**src/rtl/aidc_lite_pkg.sv**
```systemverilog
// aidc_lite_pkg
//   Shared definitions for the AIDC-lite config block and its drivers:
//   register offsets, control encodings, driver FSM states and the
//   transfer-step encoding. No ports.
package aidc_lite_pkg;

  // Register offsets relative to the config block base address
  localparam logic [31:0] REG_SRC_OFS  = 32'h0000_0000;
  localparam logic [31:0] REG_DST_OFS  = 32'h0000_0004;
  localparam logic [31:0] REG_LEN_OFS  = 32'h0000_0008;
  localparam logic [31:0] REG_CTRL_OFS = 32'h0000_000C;

  // CTRL write value that launches a job; STATUS bit 0 reports done
  localparam logic [31:0] CTRL_START   = 32'h0000_0001;

  // Length is carried in 128-byte units in bits [31:7]
  localparam int unsigned LEN_W        = 25;
  localparam int unsigned LEN_SHIFT    = 7;

  typedef enum logic [2:0] {
    ST_IDLE,
    ST_SETUP,
    ST_ACCESS,
    ST_GAP,
    ST_CMPL
  } drv_state_e;

  typedef enum logic [2:0] {
    STEP_SRC    = 3'd0,
    STEP_DST    = 3'd1,
    STEP_LEN    = 3'd2,
    STEP_START  = 3'd3,
    STEP_STATUS = 3'd4
  } step_e;

  // Register offset addressed by each step
  function automatic logic [31:0] step_offset(input step_e s);
    logic [31:0] ofs;
    case (s)
      STEP_SRC: ofs = REG_SRC_OFS;
      STEP_DST: ofs = REG_DST_OFS;
      STEP_LEN: ofs = REG_LEN_OFS;
      default:  ofs = REG_CTRL_OFS;
    endcase
    return ofs;
  endfunction

endpackage

```
**src/rtl/apb_intf.sv**
```systemverilog
// APB_INTF
//   Plain APB3 signal bundle (no clock/reset; those are routed separately).
//   master modport: drives paddr/psel/penable/pwrite/pwdata,
//                   samples prdata/pready/pslverr.
//   slave modport : the mirror image.
interface APB_INTF;
  logic [31:0] paddr;
  logic        psel;
  logic        penable;
  logic        pwrite;
  logic [31:0] pwdata;
  logic [31:0] prdata;
  logic        pready;
  logic        pslverr;

  modport master (
    output paddr, psel, penable, pwrite, pwdata,
    input  prdata, pready, pslverr
  );

  modport slave (
    input  paddr, psel, penable, pwrite, pwdata,
    output prdata, pready, pslverr
  );
endinterface

```
**src/rtl/aidc_lite_comp_drv.sv**
```systemverilog
// aidc_lite_comp_drv
//   Programs one AIDC-lite job into the config block over APB: writes SRC,
//   DST, LEN and START, then polls STATUS bit 0 with POLL_GAP idle cycles
//   before every read until done, a slave error, or MAX_POLLS reads.
// Parameters
//   BASE_ADDR  APB base address of the config block
//   POLL_GAP   idle cycles before each status read (1..255)
//   MAX_POLLS  status reads before the job is failed with a timeout error
// Ports
//   clk, rst_n     clock; synchronous active-low reset
//   apb_if         APB master
//   req_valid_i    job request        / req_ready_o  accepted when both high
//   req_src_i      source address     / req_dst_i    destination address
//   req_len_i      length in 128 B units (lands in LEN[31:7])
//   cmpl_valid_o   job finished       / cmpl_ready_i completion consumed
//   cmpl_err_o     error flag, valid with cmpl_valid_o
//   busy_o         high whenever the driver is not idle
module aidc_lite_comp_drv
  import aidc_lite_pkg::*;
#(
  parameter logic [31:0] BASE_ADDR = 32'h0,
  parameter int unsigned POLL_GAP  = 16,
  parameter int unsigned MAX_POLLS = 1024
) (
  input  logic              clk,
  input  logic              rst_n,
  APB_INTF.master           apb_if,
  input  logic              req_valid_i,
  output logic              req_ready_o,
  input  logic [31:0]       req_src_i,
  input  logic [31:0]       req_dst_i,
  input  logic [LEN_W-1:0]  req_len_i,
  output logic              cmpl_valid_o,
  input  logic              cmpl_ready_i,
  output logic              cmpl_err_o,
  output logic              busy_o
);

  localparam int unsigned       PW        = $clog2(MAX_POLLS) + 1;
  localparam logic [7:0]        GAP_LAST  = 8'(POLL_GAP - 1);
  localparam logic [PW-1:0]     POLL_LAST = PW'(MAX_POLLS - 1);

  drv_state_e        state_q, state_d;
  step_e             step_q,  step_d;
  logic [7:0]        gap_q,   gap_d;
  logic [PW-1:0]     poll_q,  poll_d;
  logic              err_q,   err_d;
  logic [31:0]       src_q, dst_q;
  logic [LEN_W-1:0]  len_q;

  logic              accept;
  logic              apb_psel, apb_penable, apb_pwrite;
  logic [31:0]       apb_paddr, apb_pwdata, step_wdata;

  // Only the done bit of STATUS carries meaning
  logic              unused_prdata;
  assign unused_prdata = ^apb_if.prdata[31:1];

  assign accept = req_valid_i && (state_q == ST_IDLE);

  always_ff @(posedge clk) begin
    if (!rst_n) begin
      state_q <= ST_IDLE;
      step_q  <= STEP_SRC;
      gap_q   <= '0;
      poll_q  <= '0;
      err_q   <= 1'b0;
      src_q   <= '0;
      dst_q   <= '0;
      len_q   <= '0;
    end else begin
      state_q <= state_d;
      step_q  <= step_d;
      gap_q   <= gap_d;
      poll_q  <= poll_d;
      err_q   <= err_d;
      if (accept) begin
        src_q <= req_src_i;
        dst_q <= req_dst_i;
        len_q <= req_len_i;
      end
    end
  end

  always_comb begin
    state_d = state_q;
    step_d  = step_q;
    gap_d   = gap_q;
    poll_d  = poll_q;
    err_d   = err_q;

    case (state_q)
      ST_IDLE: begin
        if (req_valid_i) begin
          state_d = ST_SETUP;
          step_d  = STEP_SRC;
          gap_d   = '0;
          poll_d  = '0;
          err_d   = 1'b0;
        end
      end

      ST_SETUP: state_d = ST_ACCESS;

      ST_ACCESS: begin
        // pslverr is only meaningful on the completing cycle
        if (apb_if.pready) begin
          if (apb_if.pslverr) begin
            state_d = ST_CMPL;
            err_d   = 1'b1;
          end else begin
            case (step_q)
              STEP_SRC, STEP_DST, STEP_LEN: begin
                step_d  = step_e'(step_q + 3'd1);
                state_d = ST_SETUP;
              end
              STEP_START: begin
                step_d  = STEP_STATUS;
                poll_d  = '0;
                gap_d   = '0;
                state_d = ST_GAP;
              end
              default: begin
                if (apb_if.prdata[0]) begin
                  state_d = ST_CMPL;
                  err_d   = 1'b0;
                end else if (poll_q == POLL_LAST) begin
                  state_d = ST_CMPL;
                  err_d   = 1'b1;
                end else begin
                  poll_d  = poll_q + PW'(1);
                  gap_d   = '0;
                  state_d = ST_GAP;
                end
              end
            endcase
          end
        end
      end

      ST_GAP: begin
        if (gap_q == GAP_LAST) begin
          gap_d   = '0;
          state_d = ST_SETUP;
        end else begin
          gap_d = gap_q + 8'd1;
        end
      end

      ST_CMPL: begin
        if (cmpl_ready_i) state_d = ST_IDLE;
      end

      default: state_d = ST_IDLE;
    endcase
  end

  always_comb begin
    case (step_q)
      STEP_SRC:   step_wdata = src_q;
      STEP_DST:   step_wdata = dst_q;
      STEP_LEN:   step_wdata = {len_q, {LEN_SHIFT{1'b0}}};
      STEP_START: step_wdata = CTRL_START;
      default:    step_wdata = '0;
    endcase
  end

  // APB outputs decode straight from registered state, so they hold
  // steady across every wait cycle of an access.
  always_comb begin
    apb_psel    = 1'b0;
    apb_penable = 1'b0;
    apb_pwrite  = 1'b0;
    apb_paddr   = '0;
    apb_pwdata  = '0;
    if (state_q == ST_SETUP || state_q == ST_ACCESS) begin
      apb_psel    = 1'b1;
      apb_penable = (state_q == ST_ACCESS);
      apb_paddr   = BASE_ADDR + step_offset(step_q);
      apb_pwrite  = (step_q != STEP_STATUS);
      apb_pwdata  = apb_pwrite ? step_wdata : '0;
    end
  end

  assign apb_if.psel    = apb_psel;
  assign apb_if.penable = apb_penable;
  assign apb_if.pwrite  = apb_pwrite;
  assign apb_if.paddr   = apb_paddr;
  assign apb_if.pwdata  = apb_pwdata;

  assign req_ready_o  = rst_n && (state_q == ST_IDLE);
  assign cmpl_valid_o = (state_q == ST_CMPL);
  assign cmpl_err_o   = (state_q == ST_CMPL) && err_q;
  assign busy_o       = (state_q != ST_IDLE);

endmodule

```
**src/flat_wrapper.sv**
```systemverilog
// flat-port wrapper written by rule: the top's interface ports become plain ports
module aidc_lite_comp_drv_flat import aidc_lite_pkg::*;
#(
  parameter logic [31:0] BASE_ADDR = 32'h0,
  parameter int unsigned POLL_GAP  = 16,
  parameter int unsigned MAX_POLLS = 1024
)
  (clk, rst_n, req_valid_i, req_ready_o, req_src_i, req_dst_i, req_len_i, cmpl_valid_o, cmpl_ready_i, cmpl_err_o, busy_o, apb_if_paddr, apb_if_psel, apb_if_penable, apb_if_pwrite, apb_if_pwdata, apb_if_prdata, apb_if_pready, apb_if_pslverr);
  APB_INTF apb_if_i ();
  input  logic clk;
  input  logic rst_n;
  input  logic req_valid_i;
  output logic req_ready_o;
  input  logic [31:0] req_src_i;
  input  logic [31:0] req_dst_i;
  input  logic [LEN_W-1:0] req_len_i;
  output logic cmpl_valid_o;
  input  logic cmpl_ready_i;
  output logic cmpl_err_o;
  output logic busy_o;
  output wire logic [$bits(apb_if_i.paddr)-1:0] apb_if_paddr;
  output wire logic [$bits(apb_if_i.psel)-1:0] apb_if_psel;
  output wire logic [$bits(apb_if_i.penable)-1:0] apb_if_penable;
  output wire logic [$bits(apb_if_i.pwrite)-1:0] apb_if_pwrite;
  output wire logic [$bits(apb_if_i.pwdata)-1:0] apb_if_pwdata;
  input wire logic [$bits(apb_if_i.prdata)-1:0] apb_if_prdata;
  input wire logic [$bits(apb_if_i.pready)-1:0] apb_if_pready;
  input wire logic [$bits(apb_if_i.pslverr)-1:0] apb_if_pslverr;
  assign apb_if_paddr = apb_if_i.paddr;
  assign apb_if_psel = apb_if_i.psel;
  assign apb_if_penable = apb_if_i.penable;
  assign apb_if_pwrite = apb_if_i.pwrite;
  assign apb_if_pwdata = apb_if_i.pwdata;
  assign apb_if_i.prdata = apb_if_prdata;
  assign apb_if_i.pready = apb_if_pready;
  assign apb_if_i.pslverr = apb_if_pslverr;
  aidc_lite_comp_drv #(.BASE_ADDR(BASE_ADDR), .POLL_GAP(POLL_GAP), .MAX_POLLS(MAX_POLLS)) u_core (.clk(clk), .rst_n(rst_n), .apb_if(apb_if_i), .req_valid_i(req_valid_i), .req_ready_o(req_ready_o), .req_src_i(req_src_i), .req_dst_i(req_dst_i), .req_len_i(req_len_i), .cmpl_valid_o(cmpl_valid_o), .cmpl_ready_i(cmpl_ready_i), .cmpl_err_o(cmpl_err_o), .busy_o(busy_o));
endmodule
```
**config.mk**
```make
export PLATFORM = sky130hd
export DESIGN_NAME = aidc_lite_comp_drv_flat
export DESIGN_NICKNAME = d
export VERILOG_FILES = /design/src/rtl/aidc_lite_pkg.sv /design/src/rtl/apb_intf.sv /design/src/rtl/aidc_lite_comp_drv.sv /design/src/flat_wrapper.sv
export SDC_FILE = /design/constraint.sdc
export NUM_CORES = 1
export LEC_CHECK = 0
export CAP_MARGIN = 20
export CORE_MARGIN = 10
export CORE_UTILIZATION = 49
export CTS_CLUSTER_SIZE = 24
export DETAILED_ROUTE_END_ITERATION = 16
export GPL_TIMING_DRIVEN = 0
export PLACE_DENSITY = 0.87
export SLEW_MARGIN = 30
export SYNTH_ARGS = -nofsm -noshare
export SYNTH_HDL_FRONTEND = slang
export SYNTH_SLANG_ARGS = --single-unit
export TNS_END_PERCENT = 10
```
**constraint.sdc**
```tcl
create_clock -name clk -period 5.15 [get_ports clk]
set_input_delay 0.515 -clock clk [delete_from_list [all_inputs] [get_ports clk]]
set_output_delay 0.515 -clock clk [all_outputs]
set_load 0.05 [all_outputs]
```
* Yosys cells after proc, flatten, opt, wreduce, memory -nomap -nowiden *
Index checks and enable logic that the tools add are counted.

word-level totals
  input bits = 127
  output and inout port bits = 71
  register bits after elaboration = 115

operators by class
  reduce and logical (&&, ||, !) cells = 16
  equal/unequal tests = 21
  mux-type cells = 44
  add/subtract/negate cells = 3

operators by type and width
  cell                                                                      number
  32-bit case mux with 4 select lines                                       1
  32-bit 2-to-1 mux                                                         3
  11-bit 2-to-1 mux                                                         5
  8-bit 2-to-1 mux                                                          6
  11-bit case mux with 2 select lines                                       2
  3-bit 2-to-1 mux                                                          10
  8-bit case mux with 3 select lines                                        1
  3-bit case mux with 2 select lines                                        3
  8-bit case mux with 2 select lines                                        1
  3-bit != test (second input constant)                                     5
  3-bit case mux with 5 select lines                                        1
  7-bit AND reduction                                                       2
  3-bit by 2-bit equality test with 1-bit output (second input constant)    4
  4-bit case mux with 3 select lines                                        1
  11-bit by 1-bit adder with 11-bit output (second input constant)          1
  11-bit by 10-bit equality test with 1-bit output (second input constant)  1
  5-bit AND reduction                                                       2
  1-bit 2-to-1 mux                                                          9
  8-bit by 1-bit adder with 8-bit output (second input constant)            1
  8-bit by 4-bit equality test with 1-bit output (second input constant)    1
  2-bit != test (second input constant)                                     4
  3-bit by 1-bit equality test with 1-bit output (second input constant)    2
  3-bit logical NOT                                                         2
  3-bit nonzero test                                                        2
  other kinds (11)                                                          14

* Depth between registers and ports, before layout *
Gate-level depths: netlist of run 1.

  depth after elaboration = 7
  mapped depth = 8
  mapped depth without buffers = 7

* Least setup slack after synthesis of run 1 *
Ideal clock, no wire load.

  kind = reg2out
  start point = reg u_core.step_q[0]
  end point = out apb_if_pwdata[28]
  slack = 1.949 ns
  cell stages (with the launch flop) = 7
  arrival = 2.686 ns
  buffers on the path = 1
  cell sequence = dfxtp_1 > inv_1 > ha_1 > a211oi_2 > nand2_1 > buf_4 > a21oi_1

on the way
  cells in the longest elaborated chain, start to end = 4
  elaborated cells between the ends (all ways) = 8
  those cells by class = eq/ne (4); mux (3); reduce/logical (1)

ends and longest elaborated chain
  what                                                                          RTL line                   RTL
  start, declared                                                               aidc_lite_comp_drv.sv:44   step_e step_q, step_d;
  start signal, assigned                                                        aidc_lite_comp_drv.sv:73   step_q <= step_d;
  3-bit by 2-bit equality test with 1-bit output, or another cell as far along  aidc_lite_comp_drv.sv:159  case (step_q)
  32-bit case mux with 4 select lines                                           aidc_lite_comp_drv.sv:159
  32-bit 2-to-1 mux (*)                                                         aidc_lite_comp_drv.sv:181  apb_pwdata = apb_pwrite ? step_wdata : '0;
  32-bit 2-to-1 mux (*)                                                         aidc_lite_comp_drv.sv:176  if (state_q == ST_SETUP || state_q == ST_ACCESS) begin
  end, declared                                                                 flat_wrapper.sv:25         output wire logic [$bits(apb_if_i.pwdata)-1:0] apb_if_pwdata;

Every way passes the cells marked *; elsewhere a longest branch is shown, timed or not.

* Worst setup path after layout of run 1 *
  start point = reg u_core.step_q[0]
  end point = out apb_if_pwdata[25]

The elaborated chain is that of the path after synthesis.

==> results of run 1 <==
## power by group
| group | total [mW] | switching (mW) | internal (mW) |
|---|---|---|---|
| combinational | 0.458 | 0.287 | 0.172 |
| clock | 1.24 | 0.428 | 0.812 |
| sequential | 0.972 | 0.0288 | 0.943 |
## area by class of cell
cell class / count / area, sq um
fill: 888 / 3153
multi-input combinational: 549 / 2808
sequential: 115 / 2302
timing repair buffer: 135 / 1351
clock buffer: 20 / 445.4
buffer: 81 / 442.9
clock inverter: 12 / 180.2
tap: 140 / 175.2
inverter: 8 / 30.03
## sequential cells by signal, indices dropped and copies added, names as in the netlist
| signal | cells |
|---|---|
| u_core.src_q | 32 |
| u_core.len_q | 25 |
| u_core.poll_q | 11 |
| u_core.dst_q | 32 |
| u_core.state_q | 3 |
| u_core.gap_q | 8 |
| u_core.step_q | 3 |
| u_core.err_q | 1 |
## worst max-delay path: cells and delay by family (launching register included)
kind | cells | cell delay (ns)
DFF | 1 | 0.33
and+or+nand+nor | 1 | 0.21
AOI/OAI and AO/OA | 2 | 0.36
adders and majority gates | 1 | 0.22
buffers and inverters | 4 | 1.88
## final timing paths
check                           startpoint                       endpoint  slack (ns)  cells past startpoint
max reg2reg  u_core.step_q[2]$_SDFFE_PN0P_  u_core.poll_q[3]$_SDFFE_PN0P_        2.84                      8
max          u_core.step_q[0]$_SDFFE_PN0P_              apb_if_pwdata[25]        1.11                      8
min           u_core.src_q[3]$_SDFFE_PN0P_   u_core.src_q[3]$_SDFFE_PN0P_        0.45                      2
min reg2reg   u_core.src_q[3]$_SDFFE_PN0P_   u_core.src_q[3]$_SDFFE_PN0P_        0.45                      2
## cells by family (layout without fill, tap and decap cells)
| group | Yosys count | after routing |
|---|---|---|
| xor gates and xnor gates | 1 | 1 |
| and+or+nand+nor | 292 | 292 |
| other | 1 | 30 |
| buffers and inverters | 89 | 256 |
| AOI/OAI and AO/OA | 216 | 216 |
| muxes | 3 | 3 |
| adders and majority gates | 7 | 7 |
| DFF | 115 | 115 |
## layer usage
metal | GRT usage | share of wire
met5 | 0 | 0
met4 | 0.1152 | 0.043
met3 | 0.06502 | 0.093
met2 | 0.3432 | 0.47
met1 | 0.2421 | 0.40
## through the flow
step / cell area, sq um / power (mW) / worst slack (ns)
after floorplan: 5583 / 1.272 / 1.949
after global routing: 7735 / 2.752 / 0.8921
after global placement: 7109 / 1.432 / 1.725
final: 7735 / 2.670 / 1.112
after CTS: 7735 / 2.668 / 1.133
after detailed placement: 7109 / 1.441 / 1.654
## cell usage after synthesis (all sizes together) (4+ instances only)
library cell / n
nand3: 8
a311oi: 6
a211oi: 4
clkbuf: 40
nand2: 221
o31ai: 4
dfxtp: 115
and2: 4
nor3: 9
buf: 41
nor2: 21
ha: 7
o21ai: 18
a31oi: 6
inv: 7
a21oi: 131
nor3b: 4
a22oi: 33
==> impl_metrics.csv, run 1 <==
group,metric,value,unit
critical_path,arrival,3.52,ns
routing,viasPerCell,5.366,
critical_path,crit_top_cell,"clkbuf_1",
routing,wire_per_inst,16.75,um
global_routing,grt_pass1_vias,5634,
clock_network,cts_hold_buffers,0,
logic_synthesis,syn-cell-area,5474,sq um
global_routing,grt_usage,0.2107,
logic_synthesis,synth_xor_area_frac,0.001600,
logic_synthesis,netlist_instances,724,
routing,drc,0,
critical_path,start_kind,"flip-flop",
routing,initialDrtViolationCount,536,
clock_network,cts_buffers,17,
logic_synthesis,yosysTopAreaCellShare,0.4206,
critical_path,endpoint_kind,"output pin",
layout,fin_cells,1060,
global_routing,antenna_found_initial,0,
floorplanning,die_x,125.7,um
pwr,peakVddDrop,0.0002428,V
floorplanning,dieArea,15800,sq um
logic_synthesis,synth_edf_count,0,
critical_path,cp.required,4.64,ns
timing,rsz0062_at_grt,"false",
routing,dr.pass1.iters,5,
outcome,status,"finished, final reports clean",
clock_network,clk_latency,0.51,ns
clock_network,post_cts_buffers,0,
layout,area_delta_synth_final,41.30,%
place,globalplace.congestion,0.9197,
routing,wl,17.76,mm
critical_path,crit_type,"flip-flop to output pin",
timing,finalSetupTns,0,ns
clock_network,cts_buffer_depth,2,
logic_synthesis,synth_mux_area_frac,0.005486,
place,io_buffers,135,
critical_path,cp_cell_sequence,"inv_1 -> ha_1 -> nor2b_1 -> clkbuf_1 -> clkbuf_1 -> a22oi_1 -> a21oi_1 -> clkdlybuf4s50_1",
floorplanning,io_pins,198,
worst_hold_path,hold_path_class,"flip-flop to flip-flop",
timing,max_freq,0.2477,GHz
clock_network,numClockSinks,115,
timing,finalClockSkew,0.009728,ns
logic_synthesis,async_reset_ff_frac,0,
logic_synthesis,synth-seq-cells,115,
layout,finalNetCount,1041,
logic_synthesis,synth_top_area_cell,"dfxtp_1",
layout,antenna_cells,0,
logic_synthesis,synth_flop_cell,"dfxtp_1",
routing,antenna_left,0,
pwr,leakagePower,2.863,nW
routing,vias,5688,
layout,final_common_cell,"nand2_1",
clock_network,cts-root-buf,"clkbuf_8",
layout,final_core_util,0.7104,
layout,final_cell_mix,"nand2_1, clkdlybuf4s50_1, a21oi_1, dfxtp_1, clkbuf_1",
logic_synthesis,ys_top_cells_by_area,"dfxtp_1, nand2_1, a21oi_1",
global_routing,grt_max_degree,17,
place,dp_cells,1028,
logic_synthesis,yosysUniqueCellTypes,54,
clock_network,cts_tree,"yes",
critical_path,cpMaxStageDelayCell,"clkdlybuf4s50_1",
logic_synthesis,yosys_warnings,0,
logic_synthesis,ys_seq_area_frac,0.4206,
timing,max_slew_margin,0.4690,
floorplanning,core_area,10890,sq um
floorplanning,die_h,125.7,um
layout,drive_gt1_frac,0.09348,
timing,tightestPinTransition,0.7904,ns
timing,hold_ws,0.4537,ns
flow_run,cap_violations,0,
place,hpwl,13.12,mm
logic_synthesis,synth_top_family_by_area,"simple AND/OR/NAND/NOR gates",
global_routing,grt_pass1_wl,27.64,mm
global_routing,overflow,0,
floorplanning,num_rows,38,
logic_synthesis,synth_compound_area_frac,0.2327,
floorplanning,start_util,0.5028,
logic_synthesis,avgSynthCellArea,7.561,sq um
critical_path,slowest_delay,0.84,ns
pwr,power_density,345.2,nW/um^2
timing,setup_violations,0,
clock_network,h-tree-depth,4,
clock_network,clk_pin_slew,0.06,ns
timing,period_needed,4.038,ns
timing,report.final.hold_viol_count,0,
logic_synthesis,synth_fa_ha_area_frac,0.01600,
timing,slew_violations,0,
clock_network,cts_resized,0,
timing,timing.final.crit_share,0.7840,
critical_path,worstPathMaxFanout,10,
logic_synthesis,yosys.area_share.simple,0.2366,
Power figures use the tool's default switching activity.
==> run 2, diff against run 1 <==
CORE_UTILIZATION = 41   (was 49)
PLACE_DENSITY = 0.77   (was 0.87)
clock period = 3.48 ns   (was 5.15 ns; I/O delays follow)
==> impl_metrics.csv, run 2 (same netlist as run 1, synthesis figures left out) <==
group,metric,value,unit
global_routing,antenna_found_initial,0,
critical_path,crit_type,"flip-flop to output pin",
clock_network,cts_hold_buffers,0,
worst_hold_path,hp-start,"rst_n",
global_routing,grt_max_degree,17,
global_routing,overflow,0,
timing,finalClockSkew,0.004483,ns
global_routing,grt_pass1_wl,27.72,mm
routing,initialDrtViolationCount,524,
pwr,leakagePower,3.011,nW
routing,viasPerCell,5.034,
routing,dr.pass1.iters,5,
routing,wire_per_inst,16.01,um
pwr,power.total,3.818,mW
routing,antenna_left,0,
timing,setup_violations,0,
routing,vias,5517,
clock_network,cts_buffer_depth,2,
critical_path,cpMaxStageDelayCell,"dlygate4sd2_1",
critical_path,path_buf_inv,4,
timing,finalSetupTns,0,ns
worst_hold_path,hold_end,"u_core.gap_q[7]$_SDFFE_PN0P_",
pwr,peakVddDrop,0.0003247,V
clock_network,numClockSinks,115,
timing,report.final.hold_viol_count,0,
critical_path,r2r-end,"u_core.poll_q[3]$_SDFFE_PN0P_",
clock_network,h-tree-depth,4,
timing,timing.final.crit_share,0.9394,
layout,finalNetCount,1041,
layout,fin_cells,1096,
layout,antenna_cells,0,
routing,drc,0,
critical_path,start_kind,"flip-flop",
place,place_area,7154,sq um
clock_network,clk_pin_slew,0.06,ns
worst_hold_path,hold_path_class,"input pin to flip-flop",
layout,largestRegisters,"u_core.dst_q: 32 flops, u_core.src_q: 32 flops, u_core.len_q: 25 flops",
floorplanning,num_rows,42,
critical_path,cp_cell_sequence,"ha_1 -> ha_1 -> buf_2 -> inv_1 -> o21ai_1 -> nand2_1 -> buf_4 -> a21oi_1 -> dlygate4sd2_1",
floorplanning,start_util,0.4167,
layout,final_cell_mix,"nand2_1, a21oi_1, dfxtp_1, clkdlybuf4s50_1, clkbuf_1",
routing,wl,17.55,mm
critical_path,ff2ff_path_depth,8,
critical_path,arrival,2.92,ns
timing,max_slew_margin,0.5057,
critical_path,critical-path-top-delay-family,"buffers and inverters",
layout,regArea,2302,sq um
critical_path,reg2reg_slack,1.22,ns
floorplanning,io_pins,198,
critical_path,crit_top_cell,"ha_1",
critical_path,setup.worst_path.start,"u_core.step_q[1]$_SDFFE_PN0P_",
timing,slew_violations,0,
place,dp_cells,1064,
clock_network,clk_latency,0.41,ns
global_routing,grt_usage,0.1860,
layout,drive_gt1_frac,0.09783,
timing,tightestPinTransition,0.7358,ns
place,io_buffers,135,
layout,final_core_util,0.5862,
floorplanning,die_x,135.5,um
critical_path,r2r_start,"u_core.step_q[2]$_SDFFE_PN0P_",
global_routing,grt_pass1_vias,5425,
layout,final_cell_area,7701,sq um
layout,multi_input_area,2808,sq um
place,globalplace.congestion,0.8599,
outcome,status,"finished, final reports clean",
layout,final_common_cell,"nand2_1",
timing,period_needed,3.269,ns
timing,max_freq,0.3059,GHz
critical_path,worstPathMaxFanout,10,
critical_path,endpoint_kind,"output pin",
floorplanning,core_area,13140,sq um
critical_path,cp.required,3.13,ns
floorplanning,die_h,135.5,um
flow_run,cap_violations,0,
timing,rsz0062_at_grt,"false",
clock_network,cts_tree,"yes",
layout,area_delta_synth_final,40.69,%
floorplanning,dieArea,18370,sq um
place,hpwl,13.08,mm
clock_network,cts-root-buf,"clkbuf_16",
clock_network,cts_buffers,17,
layout,fill_cells,1238,
worst_hold_path,hold_depth,3,
pwr,power_density,495.7,nW/um^2
critical_path,slowest_delay,0.55,ns
[run 2: power breakdown]
group / leakage, nW / switching (mW) / internal, mW / total (mW)
clock network: 0.278 / 0.653 / 1.06 / 1.72
registers: 0.941 / 0.0408 / 1.40 / 1.44
logic: 1.79 / 0.422 / 0.244 / 0.666
total: 3.01 / 1.12 / 2.70 / 3.82
[run 2: layout make-up]
cell class                 count  area share
multi-input combinational    549      0.3646
sequential                   115      0.2989
timing repair buffer         135      0.1703
buffer                        81     0.05800
clock buffer                  18     0.05573
tap                          176     0.02859
clock inverter                14     0.01998
inverter                       8    0.003899
[run 2: worst max path at each step]
stage	cells after the start	endpoint	slack [ns]
after floorplan	6	apb_if_pwdata[28]	0.45
after global placement	8	apb_if_pwdata[28]	0.19
after detailed placement	8	apb_if_pwdata[28]	0.19
after CTS	7	apb_if_paddr[3]	0.1
after global routing	9	apb_if_pwdata[23]	0.002
final	9	apb_if_pwdata[18]	0.21
[run 2: timing repair]
| action | CTS | global route |
|---|---|---|
| buffers inserted | 0 | 0 |
| setup endpoints to repair | 33 | 3 |
| resized for setup | 34 | 6 |
[run 2: metrics by stage]
stage | hold WS (ns) | worst slack [ns]
after global routing | 0.3838 | 0.002298
after floorplan | 0.4343 | 0.4461
after global placement | 0.4421 | 0.1880
final | 0.3420 | 0.2107
after CTS | 0.3312 | 0.09816
after detailed placement | 0.4469 | 0.1860
[run 2: worst register-to-register path: stages, from the launching register on]
cell,delay [ns]
dfxtp_1,0.48
inv_1,0.13
ha_1,0.23
buf_2,0.21
inv_1,0.11
o21ai_1,0.14
nor4_4,0.50
a21oi_1,0.13
a311oi_1,0.25
[run 2: metal layers]
layer	vias to the layer above	global-route usage	routed length, um
met5	-	0	0
met4	0	0.07476	527
met3	33	0.05490	1427
met2	191	0.2983	8045
met1	2493	0.2283	7549
li1	2800	-	-
